$ cat src/rtl/fp_subtractor_seq.sv
// Multi-cycle IEEE-754 single-precision subtractor (Diff = A - B) with a start/done handshake.
// Alignment and normalization shift one bit per cycle; round to nearest-even; denormals flush to zero.
module fp_subtractor_seq #(
  parameter int EXP_W     = 8,
  parameter int MAN_W     = 23,
  parameter int ALIGN_MAX = 26
) (
  input  logic                 clk,
  input  logic                 rst_n,
  input  logic                 start,
  input  logic [EXP_W+MAN_W:0] A,
  input  logic [EXP_W+MAN_W:0] B,
  output logic                 busy,
  output logic                 done,
  output logic [EXP_W+MAN_W:0] Diff,
  output logic                 overflow
);

  localparam int FW = EXP_W + MAN_W + 1;
  localparam int MW = MAN_W + 4;          // hidden, fraction, guard, round, sticky
  localparam int XW = EXP_W + 2;          // headroom for carries past the max exponent
  localparam int CW = $clog2(ALIGN_MAX + 1);
  localparam logic [EXP_W-1:0] EXP_ONES = '1;
  localparam logic [FW-1:0]    QNAN     = {1'b0, EXP_ONES, 1'b1, {(MAN_W-1){1'b0}}};

  typedef enum logic [2:0] {
    S_IDLE, S_UNPACK, S_ALIGN, S_ADDSUB, S_NORM, S_ROUND, S_DONE
  } state_t;

  state_t          state_q, state_d;
  logic [FW-1:0]   a_q, b_q, res_q;
  logic            sign_l, sign_s, ovf_q;
  logic [XW-1:0]   exp_q;
  logic [MW-1:0]   man_l, man_s;
  logic [MW:0]     sum_q;
  logic [CW-1:0]   cnt_q;

  logic             sa, sb, a_zero, b_zero, a_inf, b_inf, a_nan, b_nan, swap, special;
  logic [EXP_W-1:0] ea, eb, ediff;
  logic [CW-1:0]    k;
  logic [MW-1:0]    man_a, man_b, man_s_shr;
  logic [FW-1:0]    spec_res, round_res;
  logic [MW:0]      sum_c, sum_shr;
  logic [XW-1:0]    exp_dec, rexp;
  logic [MAN_W+1:0] rnd;
  logic [MAN_W-1:0] rfrac;
  logic             round_up, round_ovf;

  always_comb begin
    // NOTE: every signal written here gets a default first, so no path can infer a latch.
    state_d   = state_q;
    sa        = a_q[FW-1];
    sb        = ~b_q[FW-1];                 // subtraction is addition of the negated subtrahend
    ea        = a_q[FW-2:MAN_W];
    eb        = b_q[FW-2:MAN_W];
    a_zero    = (ea == '0);
    b_zero    = (eb == '0);
    a_nan     = (ea == EXP_ONES) && (a_q[MAN_W-1:0] != '0);
    b_nan     = (eb == EXP_ONES) && (b_q[MAN_W-1:0] != '0);
    a_inf     = (ea == EXP_ONES) && (a_q[MAN_W-1:0] == '0);
    b_inf     = (eb == EXP_ONES) && (b_q[MAN_W-1:0] == '0);
    man_a     = {1'b1, a_q[MAN_W-1:0], 3'b000};
    man_b     = {1'b1, b_q[MAN_W-1:0], 3'b000};
    swap      = (a_q[FW-2:0] < b_q[FW-2:0]);
    ediff     = swap ? (eb - ea) : (ea - eb);
    k         = (ediff >= EXP_W'(ALIGN_MAX)) ? CW'(ALIGN_MAX) : ediff[CW-1:0];

    special   = 1'b1;
    spec_res  = '0;
    if (a_nan || b_nan)       spec_res = QNAN;
    else if (a_inf && b_inf)  spec_res = (sa == sb) ? a_q : QNAN;
    else if (a_inf)           spec_res = a_q;
    else if (b_inf)           spec_res = {sb, b_q[FW-2:0]};
    else if (a_zero && b_zero) spec_res = {sa & sb, {(FW-1){1'b0}}};
    else if (a_zero)          spec_res = {sb, b_q[FW-2:0]};
    else if (b_zero)          spec_res = a_q;
    else                      special  = 1'b0;

    man_s_shr = {1'b0, man_s[MW-1:2], |man_s[1:0]};
    sum_c     = (sign_l != sign_s) ? ({1'b0, man_l} - {1'b0, man_s})
                                   : ({1'b0, man_l} + {1'b0, man_s});
    sum_shr   = {1'b0, sum_q[MW:2], |sum_q[1:0]};
    exp_dec   = exp_q - 1'b1;

    round_up  = sum_q[2] & (sum_q[1] | sum_q[0] | sum_q[3]);
    rnd       = {1'b0, sum_q[MW-1:3]} + (MAN_W+2)'(round_up);
    rfrac     = rnd[MAN_W+1] ? rnd[MAN_W:1] : rnd[MAN_W-1:0];
    rexp      = exp_q + XW'(rnd[MAN_W+1]);
    round_ovf = 1'b0;
    if (exp_q == '0) begin
      round_res = {sign_l, {(FW-1){1'b0}}};
    end else if (rexp >= XW'(EXP_ONES)) begin
      round_res = {sign_l, EXP_ONES, {MAN_W{1'b0}}};
      round_ovf = 1'b1;
    end else begin
      round_res = {sign_l, rexp[EXP_W-1:0], rfrac};
    end

    case (state_q)
      S_IDLE:   if (start && !busy) state_d = S_UNPACK;
      S_UNPACK: state_d = special ? S_DONE : ((k != '0) ? S_ALIGN : S_ADDSUB);
      S_ALIGN:  if (cnt_q == CW'(1)) state_d = S_ADDSUB;
      S_ADDSUB: begin
        if (sum_c == '0)                     state_d = S_ROUND;
        else if (sum_c[MW] || !sum_c[MW-1])  state_d = S_NORM;
        else                                 state_d = S_ROUND;
      end
      // After this cycle's shift: carry fixed, exponent underflowed, or hidden bit reached.
      S_NORM:   if (sum_q[MW] || exp_dec == '0 || sum_q[MW-2]) state_d = S_ROUND;
      S_ROUND:  state_d = S_DONE;
      S_DONE:   state_d = S_IDLE;
      default:  state_d = S_IDLE;
    endcase
  end

  // NOTE: sequential state uses non-blocking assignments so every register samples pre-edge values.
  always_ff @(posedge clk or negedge rst_n) begin
    if (!rst_n) begin
      state_q  <= S_IDLE;
      a_q      <= '0;
      b_q      <= '0;
      res_q    <= '0;
      ovf_q    <= 1'b0;
      sign_l   <= 1'b0;
      sign_s   <= 1'b0;
      exp_q    <= '0;
      man_l    <= '0;
      man_s    <= '0;
      sum_q    <= '0;
      cnt_q    <= '0;
      busy     <= 1'b0;
      done     <= 1'b0;
      Diff     <= '0;
      overflow <= 1'b0;
    end else begin
      state_q <= state_d;
      done    <= 1'b0;
      if (done) busy <= 1'b0;
      case (state_q)
        S_IDLE: begin
          if (start && !busy) begin
            a_q      <= A;
            b_q      <= B;
            busy     <= 1'b1;
            overflow <= 1'b0;
          end
        end
        S_UNPACK: begin
          res_q  <= spec_res;
          ovf_q  <= 1'b0;
          sign_l <= swap ? sb : sa;
          sign_s <= swap ? sa : sb;
          exp_q  <= XW'(swap ? eb : ea);
          man_l  <= swap ? man_b : man_a;
          man_s  <= swap ? man_a : man_b;
          cnt_q  <= k;
        end
        S_ALIGN: begin
          man_s <= man_s_shr;
          cnt_q <= cnt_q - 1'b1;
        end
        S_ADDSUB: begin
          sum_q <= sum_c;
          if (sum_c == '0) begin
            sign_l <= 1'b0;
            exp_q  <= '0;
          end
        end
        S_NORM: begin
          if (sum_q[MW]) begin
            sum_q <= sum_shr;
            exp_q <= exp_q + 1'b1;
          end else if (exp_dec == '0) begin
            sum_q <= '0;
            exp_q <= '0;
          end else begin
            sum_q <= {sum_q[MW-1:0], 1'b0};
            exp_q <= exp_dec;
          end
        end
        S_ROUND: begin
          res_q <= round_res;
          ovf_q <= round_ovf;
        end
        S_DONE: begin
          done     <= 1'b1;
          Diff     <= res_q;
          overflow <= ovf_q;
        end
        default: ;
      endcase
    end
  end

endmodule

$ cat config.mk
export PLATFORM = sky130hd
export DESIGN_NAME = fp_subtractor_seq
export DESIGN_NICKNAME = d
export VERILOG_FILES = /design/src/rtl/fp_subtractor_seq.sv
export SDC_FILE = /design/constraint.sdc
export NUM_CORES = 1
export LEC_CHECK = 0
export CORE_UTILIZATION = 45
export CTS_BUF_LIST = sky130_fd_sc_hd__clkbuf_2 sky130_fd_sc_hd__clkbuf_4 sky130_fd_sc_hd__clkbuf_8
export CTS_CLUSTER_DIAMETER = 60
export CTS_CLUSTER_SIZE = 8
export DETAILED_ROUTE_END_ITERATION = 12
export DONT_BUFFER_PORTS = 1
export GPL_TIMING_DRIVEN = 0
export SYNTH_ARGS = -nofsm -noshare
export SYNTH_HDL_FRONTEND = slang
export SYNTH_SLANG_ARGS = --single-unit
$ cat constraint.sdc
create_clock -name clk -period 9.7 [get_ports clk]
set_clock_uncertainty 0.2 [all_clocks]
set_input_delay 1.455 -clock clk [delete_from_list [all_inputs] [get_ports clk]]
set_output_delay 1.455 -clock clk [all_outputs]
set_load 0.005 [all_outputs]
==> impl_metrics.csv, run 1 <==
group,metric,value,unit
clock_tree,clock-sinks,231,
global_routing,grt_max_degree,232,
routing,drc,0,
layout,final_cells,2281,
routing,routed_wl,51100,um
timing,tightest_slew,1.01,ns
power,ir_drop,0.125,mV
power,p_per_area,107,nW/um2
critical_path,crit_path_max_fanout,10,
layout,antenna_cells,0,
clock_tree,numCtsBuffers,37,
critical_path,reg2reg_depth,19,
clock_tree,cts_setup_buffers,0,
clock_tree,cts_tree,"done",
placement,pre_cts_ws,3.06,ns
routing,drtAntennaViolNets,0,
logic_synthesis,synth-edff-count,0,
critical_path,critPathKind,"reg2reg",
logic_synthesis,yosys_warnings,0,
timing,layout_setup_ws,2.99,ns
placement,numPortBuffers,0,
floorplan,io_pins,102,
clock_tree,cts_hold_buf,0,
critical_path,end_kind,"flip-flop",
timing,fmax,149,MHz
floorplan,core,33700,um2
global_routing,grt_first_pass_wirelength,79500,um
logic_synthesis,synthesis.nets,1930,
critical_path,required,9.95,ns
flow_run,maxCapViolCount,0,
floorplan,die_w,187,um
logic_synthesis,synth_ff_type,"dfrtp_1",
global_routing,antenna_found_initial,0,
placement,hpwl,39700,um
hold_path,worstHoldPathCells,2,
logic_synthesis,syn_area,15500,um2
critical_path,crit_arrival,6.96,ns
run_status,status,"completed",
critical_path,cp-start-kind,"flip-flop",
clock_tree,cts_max_level,2,
clock_tree,clkTransAtPathRegs,0.07,ns
global_routing,grt_pass1_vias,13562,
routing,vias_per_cell,6.17,
global_routing,track_usage,29.0,%
logic_synthesis,synthCells,1787,
timing,hold_ws,0.281,ns
logic_synthesis,ys_ff_latch,231,
logic_synthesis,synth-async-reset-ratio,100,%
timing,fin_crit,6.71,ns
timing,setup_viol,0,
timing,drv_slew,0,
floorplan,die-area,35100,um2
global_routing,grt-ovfl-total,0,
routing,first_pass_iters,6,
clock_tree,cts_buffer_depth,3,
logic_synthesis,seq_area_frac_synth,37.4,%
hold_path,min_path_type,"reg2reg",
placement,routabilityCongestion,0.948,
timing,max_slew_margin,32.1,%
placement,dpl.cell_count,2235,
timing,rsz0062_at_grt,"false",
routing,num_vias,14077,
timing,finalCritPeriodShare,69.2,%
floorplan,die_y,187,um
logic_synthesis,postSynthAreaPerCell,8.66,um2
floorplan,fp-row-count,67,
layout,drive_gt1_share,7.75,%
clock_tree,clk_latency,0.57,ns
clock_tree,clock-root-buffer,"clkbuf_8",
timing,setup_tns,0,ns
routing,drt_iter0_markers,1232,
clock_tree,post_cts_resized,0,
floorplan,start_util,45.9,%
logic_synthesis,synth_cell_types,84,
layout,nNetsFinal,1969,
power,static-leakage-power,7.53,nW
layout,syn_to_final_growth,7.80,%
timing,final-hold-violation-count,0,
layout,final_core_util,49.5,%
routing,drt-wirelength-per-cell,22.4,um
state kept, by name, indices dropped and copies added, names as in the netlist:
signal / count
b_q: 32
ovf_q: 1
res_q: 32
Diff: 32
sign_s: 1
sign_l: 1
a_q: 32
busy: 1
man_l: 24
state_q: 3
done: 1
cnt_q: 5
overflow: 1
exp_q: 10
sum_q: 28
man_s: 27
cells by family (layout without fill, tap and decap cells):
family | after synthesis | in the layout | synth area share (%)
flops | 231 | 231 | 37.4
xor+xnor | 81 | 81 | 4.63
buf+inv | 182 | 228 | 4.50
simple gates | 584 | 584 | 17.8
compound gates | 530 | 530 | 22.3
mux | 103 | 103 | 7.22
fa+ha+maj | 76 | 76 | 6.24
synthesized netlist by cell type, types with 7 or more instances:
library cell    n  share of area [%]
clkbuf_1       98                2.4
o31ai_1        14               0.68
a22oi_1        44                2.1
o22ai_1         7               0.28
or4_1          12               0.58
buf_1           8               0.19
a21oi_1       135                4.4
dfrtp_1       231                 37
nor3_1         31                1.0
mux2i_1        35                2.3
a221oi_1       26                1.5
nor4_1         19               0.77
xor2_1         31                1.8
nor2_1        118                2.9
or3_1           9               0.36
o211ai_1       11               0.53
nand2b_1       16               0.65
a31oi_1        21               0.85
a22o_1         13               0.74
mux2_2         68                5.0
a221o_1         7               0.45
nand3_1        36                1.2
a211oi_1       12               0.58
xnor2_1        49                2.8
nand4_1        24               0.97
nand2_1       251                6.1
or2_2           8               0.32
and3_1         16               0.65
o21ai_0       146                4.7
ha_1           74                6.0
inv_1          70                1.7
a21o_1         16               0.78
nor2b_1         9               0.36
o221ai_1       14               0.79
worst paths after layout:
| kind | end | slack, ns | from |
|---|---|---|---|
| max | exp_q[0] | 2.99 | man_s[0] |
| min | Diff[27] | 0.28 | res_q[27] |
| max reg2reg | exp_q[0] | 2.99 | man_s[0] |
| min reg2reg | Diff[27] | 0.28 | res_q[27] |
| max in group asynchronous | a_q[27] | 8.17 | rst_n |
| min in group asynchronous | man_s[2] | 0.40 | rst_n |
routing by layer:
metal	track usage [%]	up-vias	share of wire [%]
met3	4.17	77	6.9
met5	0	-	0
li1	-	6597	-
met2	46.2	514	45
met4	8.63	0	2.5
met1	40.8	6889	45
final cells by class:
class,count,area (um2)
clock buffer,38,523
clock inverter,8,123
inverter,70,263
buffer,112,433
fill,3276,17000
multi-input combinational,1374,8990
tap,448,561
sequential,231,5780
cells in the final DEF, fill, tap and decap left out, types with 36 or more instances in the layout:
cell type	count
a21oi_1	135
a22oi_1	44
dfrtp_1	231
ha_1	74
xnor2_1	49
nand2_1	251
clkbuf_1	98
mux2_2	68
clkbuf_8	38
o21ai_0	146
nand3_1	36
nor2_1	118
inv_1	70
power breakdown:
group	internal [mW]	switching (mW)	total, mW
clock network	0.434	0.385	0.819
logic	0.000299	0	0.000303
registers	0.964	0	0.964
critical path: stages (launching register included):
cell	delay (ns)
dfrtp_1	0.46
inv_1	0.18
ha_1	0.33
nand2b_1	0.18
or4_1	0.48
or4_1	0.44
o41ai_1	0.53
nand2_1	0.13
xnor2_1	0.16
ha_1	0.27
clkbuf_1	0.33
nand4_1	0.27
or3_1	0.50
a311oi_1	0.41
o21ai_0	0.22
xnor2_1	0.20
nor4_1	0.37
nand4_4	0.28
nand2_2	0.28
mux2_2	0.36
through the flow:
| step | power (mW) | cell area (um2) |
|---|---|---|
| finish | 1.78 | 16700 |
| global route | 1.84 | 16700 |
| CTS | 1.80 | 16700 |
| detailed placement | 0.982 | 16000 |
| global placement | 0.982 | 16000 |
| floorplan | 0.982 | 15500 |
(Power assumes the default switching activity.)
==> run 2, diff against run 1 <==
Clock period 9.7 ns to 6.9 ns, I/O delays scaled along.
==> impl_metrics.csv, run 2 (synthesized netlist as in run 1, its figures left out) <==
group,metric,value,unit
placement,dpl.cell_count,2235,
placement,numPortBuffers,0,
placement,hpwl,39700,um
timing,drv_slew,0,
clock_tree,cts_buffer_depth,3,
flow_run,maxCapViolCount,0,
layout,final_core_util,49.6,%
routing,routed_wl,51600,um
power,switchingPower,571,uW
timing,max_slew_margin,9.13,%
run_status,status,"completed",
routing,drt-wirelength-per-cell,22.6,um
power,switching_share,22.5,%
layout,final_cells,2282,
global_routing,grt_pass1_vias,13565,
critical_path,max_stage_delay,0.48,ns
timing,layout_setup_ws,0.463,ns
placement,pre_cts_ws,0.263,ns
placement,routabilityCongestion,0.948,
layout,final_common_cell,"nand2_1",
timing,setup_tns,0,ns
clock_tree,cts_max_level,2,
floorplan,start_util,45.9,%
clock_tree,clk_latency,0.57,ns
timing,fin_crit,6.44,ns
critical_path,crit_arrival,6.70,ns
layout,finalInstanceArea,16700,um2
global_routing,grt_max_degree,228,
power,p_per_area,152,nW/um2
routing,vias_per_cell,6.18,
critical_path,crit_path_max_fanout,8,
floorplan,io_pins,102,
power,internal-power,1.97,mW
routing,drt_iter0_markers,1308,
routing,first_pass_iters,6,
critical_path,path_cells,"inv_1 > ha_1 > nand2b_1 > or4_1 > or4_1 > o41ai_2 > nand2_1 > a21oi_1 > nand2_1 > xnor2_1 > ha_1 > a21oi_1 > o21bai_1 > a21o_1 > or3_1 > o211a_1 > nor4_1 > nand4_4 > nand2_2 > mux2_2",
layout,nNetsFinal,1970,
critical_path,required,7.16,ns
floorplan,die-area,35100,um2
clock_tree,clock-sinks,231,
critical_path,crit_slowest_cell,"or4_1",
clock_tree,clkTransAtPathRegs,0.07,ns
timing,setup_viol,0,
clock_tree,cts_setup_buffers,0,
layout,antenna_cells,0,
power,power,2.54,mW
clock_tree,numCtsBuffers,37,
critical_path,cp-start-kind,"flip-flop",
global_routing,grt-ovfl-total,0,
clock_tree,cts_tree,"done",
power,static-leakage-power,7.54,nW
routing,drtAntennaViolNets,0,
power,share_seq_of_total_power,53.4,%
hold_path,min_path_type,"in2async",
placement,dpl_cell_area,16000,um2
global_routing,antenna_found_initial,0,
timing,tightest_slew,1.36,ns
layout,drive_gt1_share,7.91,%
power,ir_drop,0.176,mV
floorplan,core,33700,um2
timing,finalCritPeriodShare,93.3,%
floorplan,die_w,187,um
timing,final-hold-violation-count,0,
layout,syn_to_final_growth,8.10,%
routing,num_vias,14112,
power,pwr-share-clk,45.5,%
timing,hold_ws,0.251,ns
critical_path,reg2reg_depth,20,
critical_path,critPathKind,"reg2reg",
floorplan,die_y,187,um
global_routing,track_usage,29.2,%
routing,drc,0,
critical_path,end_kind,"flip-flop",
floorplan,fp-row-count,67,
timing,rsz0062_at_grt,"false",
global_routing,grt_first_pass_wirelength,79900,um
timing,fmax,155,MHz
layout,final_cell_mix,"nand2_1 (251), dfrtp_1 (231), o21ai_0 (146), a21oi_1 (135), nor2_1 (118)",
clock_tree,clock-root-buffer,"clkbuf_8",
power,p_comb_share,1.1,%
run 2: cell type report:
class,count,area (um2)
fill,3276,17000
multi-input combinational,1374,9010
timing repair buffer,2,37.5
buffer,111,429
sequential,231,5780
clock inverter,8,123
tap,448,561
clock buffer,38,523
inverter,70,263
run 2: repair_timing:
action,in CTS,in global routing
setup endpoints to repair,0,12
endpoints found under the hold margin,227,0
gates resized for setup,0,2
hold buffers,2,0
run 2: final timing paths:
path | startpoint | to | slack [ns]
max | man_s[0] | exp_q[0] | 0.46
min | rst_n | man_s[1] | 0.25
max reg2reg | man_s[0] | exp_q[0] | 0.46
min reg2reg | done | busy | 0.28
max in group asynchronous | rst_n | a_q[30] | 5.09
min in group clk | done | busy | 0.28
run 2: metal layers:
layer	track usage [%]	wire length [um]	up-vias
li1	-	-	6610
met3	3.94	3250	82
met5	0	0	-
met2	46.6	23400	529
met1	41.4	23600	6891
met4	8.41	1360	0
run 2: power groups by stage:
stage	registers (mW)	logic [mW]	clock network, mW
final	1.36	0.0290	1.15
after global routing	1.35	0.0348	1.23
after CTS	1.36	0.0312	1.18
after detailed placement	1.38	0.000425	0
after global placement	1.38	0.000425	0
after floorplan	1.38	0.000425	0
run 2: critical path: cells and delay by family (launching register included):
kind                     cells  cell delay, ns
multiplexers                 1            0.37
AND/OR/NAND/NOR              9            2.76
adder cells (fa/ha/maj)      2            0.69
XOR/XNOR                     1            0.15
buffers and inverters        1            0.18
AO/OA/AOI/OAI                6            1.53
flip-flops                   1            0.46
==> run 3, diff against run 2 <==
Settings changed: CORE_ASPECT_RATIO set to 0.7.
==> impl_metrics.csv, run 3 (synthesized netlist as in run 1, its figures left out) <==
group,metric,value,unit
run_status,status,"completed",
layout,final_cell_mix,"nand2_1 (251), dfrtp_1 (231), o21ai_0 (146), a21oi_1 (135), nor2_1 (118)",
routing,vias_per_cell,6.33,
critical_path,ff2ff_setup_slack,0.35,ns
clock_tree,clkTransAtPathRegs,0.07,ns
critical_path,reg2reg_depth,20,
floorplan,die_w,224,um
timing,finalCritPeriodShare,94.9,%
critical_path,rr_startpoint,"man_s[0]",
critical_path,path_cells,"inv_1 > ha_1 > nand2b_1 > or4_1 > or4_1 > o41ai_2 > nand2_1 > a21oi_1 > nand2_1 > xnor2_1 > ha_1 > a21oi_1 > o21bai_1 > a21o_1 > or3_1 > o211a_1 > nor4_1 > nand4_4 > nand2_2 > mux2_2",
timing,rsz0062_at_grt,"false",
floorplan,die_y,157,um
clock_tree,clock-sinks,231,
routing,drt-wirelength-per-cell,23.5,um
timing,fmax,153,MHz
critical_path,required,7.15,ns
clock_tree,cts_setup_buffers,0,
hold_path,min_from,"res_q[1]",
floorplan,io_pins,102,
routing,drt_iter0_markers,1721,
global_routing,grt_max_degree,232,
placement,hpwl,41200,um
routing,drtAntennaViolNets,0,
timing,final-hold-violation-count,0,
timing,setup_viol,0,
clock_tree,clock-root-buffer,"clkbuf_8",
power,ir_drop,0.128,mV
timing,tightest_slew,1.27,ns
layout,final_cells,2265,
layout,antenna_cells,0,
layout,seq_area,5780,um2
flow_run,maxCapViolCount,0,
placement,routabilityCongestion,0.975,
critical_path,r2r_end,"exp_q[0]",
critical_path,crit_end,"exp_q[0]",
floorplan,start_util,46.0,%
clock_tree,cts_max_level,2,
critical_path,startpoint,"man_s[0]",
layout,nNetsFinal,1968,
critical_path,crit_arrival,6.80,ns
clock_tree,cts_buffer_depth,3,
global_routing,track_usage,30.2,%
clock_tree,numCtsBuffers,35,
clock_tree,clk_latency,0.57,ns
clock_tree,cts_tree,"done",
timing,drv_slew,0,
layout,syn_to_final_growth,7.43,%
critical_path,max_stage_delay,0.50,ns
power,p_per_area,147,nW/um2
floorplan,core,33600,um2
hold_path,min_path_type,"reg2reg",
timing,fin_crit,6.55,ns
routing,routed_wl,53200,um
layout,drive_gt1_share,7.70,%
critical_path,cp-start-kind,"flip-flop",
layout,final_common_cell,"nand2_1",
global_routing,grt_first_pass_wirelength,81100,um
routing,drc,0,
critical_path,crit_path_max_fanout,8,
timing,max_slew_margin,15.2,%
routing,first_pass_iters,7,
timing,setup_tns,0,ns
routing,num_vias,14347,
power,power,2.44,mW
floorplan,die-area,35100,um2
floorplan,fp-row-count,56,
critical_path,end_kind,"flip-flop",
critical_path,crit_slowest_cell,"or4_1",
placement,numPortBuffers,0,
layout,final_core_util,49.4,%
layout,multi_input_comb_area,9010,um2
placement,dpl.cell_count,2222,
global_routing,antenna_found_initial,0,
critical_path,critPathKind,"reg2reg",
global_routing,grt_pass1_vias,13253,
power,static-leakage-power,7.51,nW
global_routing,grt-ovfl-total,0,
layout,fillCellCount,3272,
## run 3: final cells by class
class | instances | area share, %
plain buffers | 112 | 2.61
multi-input cells | 1374 | 54.2
clock inverters | 5 | 0.407
clock buffers | 37 | 2.99
inverters | 70 | 1.58
well taps | 435 | 3.28
flip-flops and latches | 231 | 34.8
repair buffers | 1 | 0.166
## run 3: routing by layer
| layer | GRT usage [%] | share of wire (%) | vias up |
|---|---|---|---|
| li1 | - | - | 6594 |
| met1 | 46.9 | 48 | 6990 |
| met2 | 39.8 | 38 | 668 |
| met3 | 8.83 | 11 | 95 |
| met4 | 7.63 | 2.3 | 0 |
| met5 | 0 | 0 | - |
## run 3: per-stage QoR
stage | worst slack, ns | instance area [um2] | hold WS, ns
final | 0.351 | 16600 | 0.273
after global routing | 0.00249 | 16600 | 0.306
after CTS | 0.218 | 16600 | 0.281
after detailed placement | 0.263 | 16000 | 0.263
after global placement | 0.241 | 16000 | 0.257
after floorplan | 1.33 | 15500 | 0.239
## run 3: where the power goes
group          internal [mW]  switching [mW]
logic                0.00199          0.0254
clock network          0.511           0.545
registers               1.35               0
## run 3: worst max-delay path: cells and delay by family (launching register included)
kind	cells	cell delay, ns
multiplexers	1	0.37
adder cells (fa/ha/maj)	2	0.68
AO/OA/AOI/OAI	6	1.55
flip-flops	1	0.44
AND/OR/NAND/NOR	9	2.86
XOR/XNOR	1	0.15
buffers and inverters	1	0.18
## run 3: worst min path at each step
stage / endpoint / cells after the start / slack [ns]
after global routing: Diff[1] / 2 / 0.31
after detailed placement: Diff[18] / 2 / 0.26
after CTS: Diff[18] / 2 / 0.28
final: Diff[1] / 2 / 0.27
after floorplan: Diff[10] / 2 / 0.24
after global placement: Diff[25] / 2 / 0.26
## run 3: what timing repair did
| item | 4_1_cts | 5_1_grt |
|---|---|---|
| setup endpoints to repair | 0 | 9 |
| gates resized for setup | 0 | 2 |
| hold buffers | 1 | 0 |
| hold endpoints to repair | 231 | 0 |
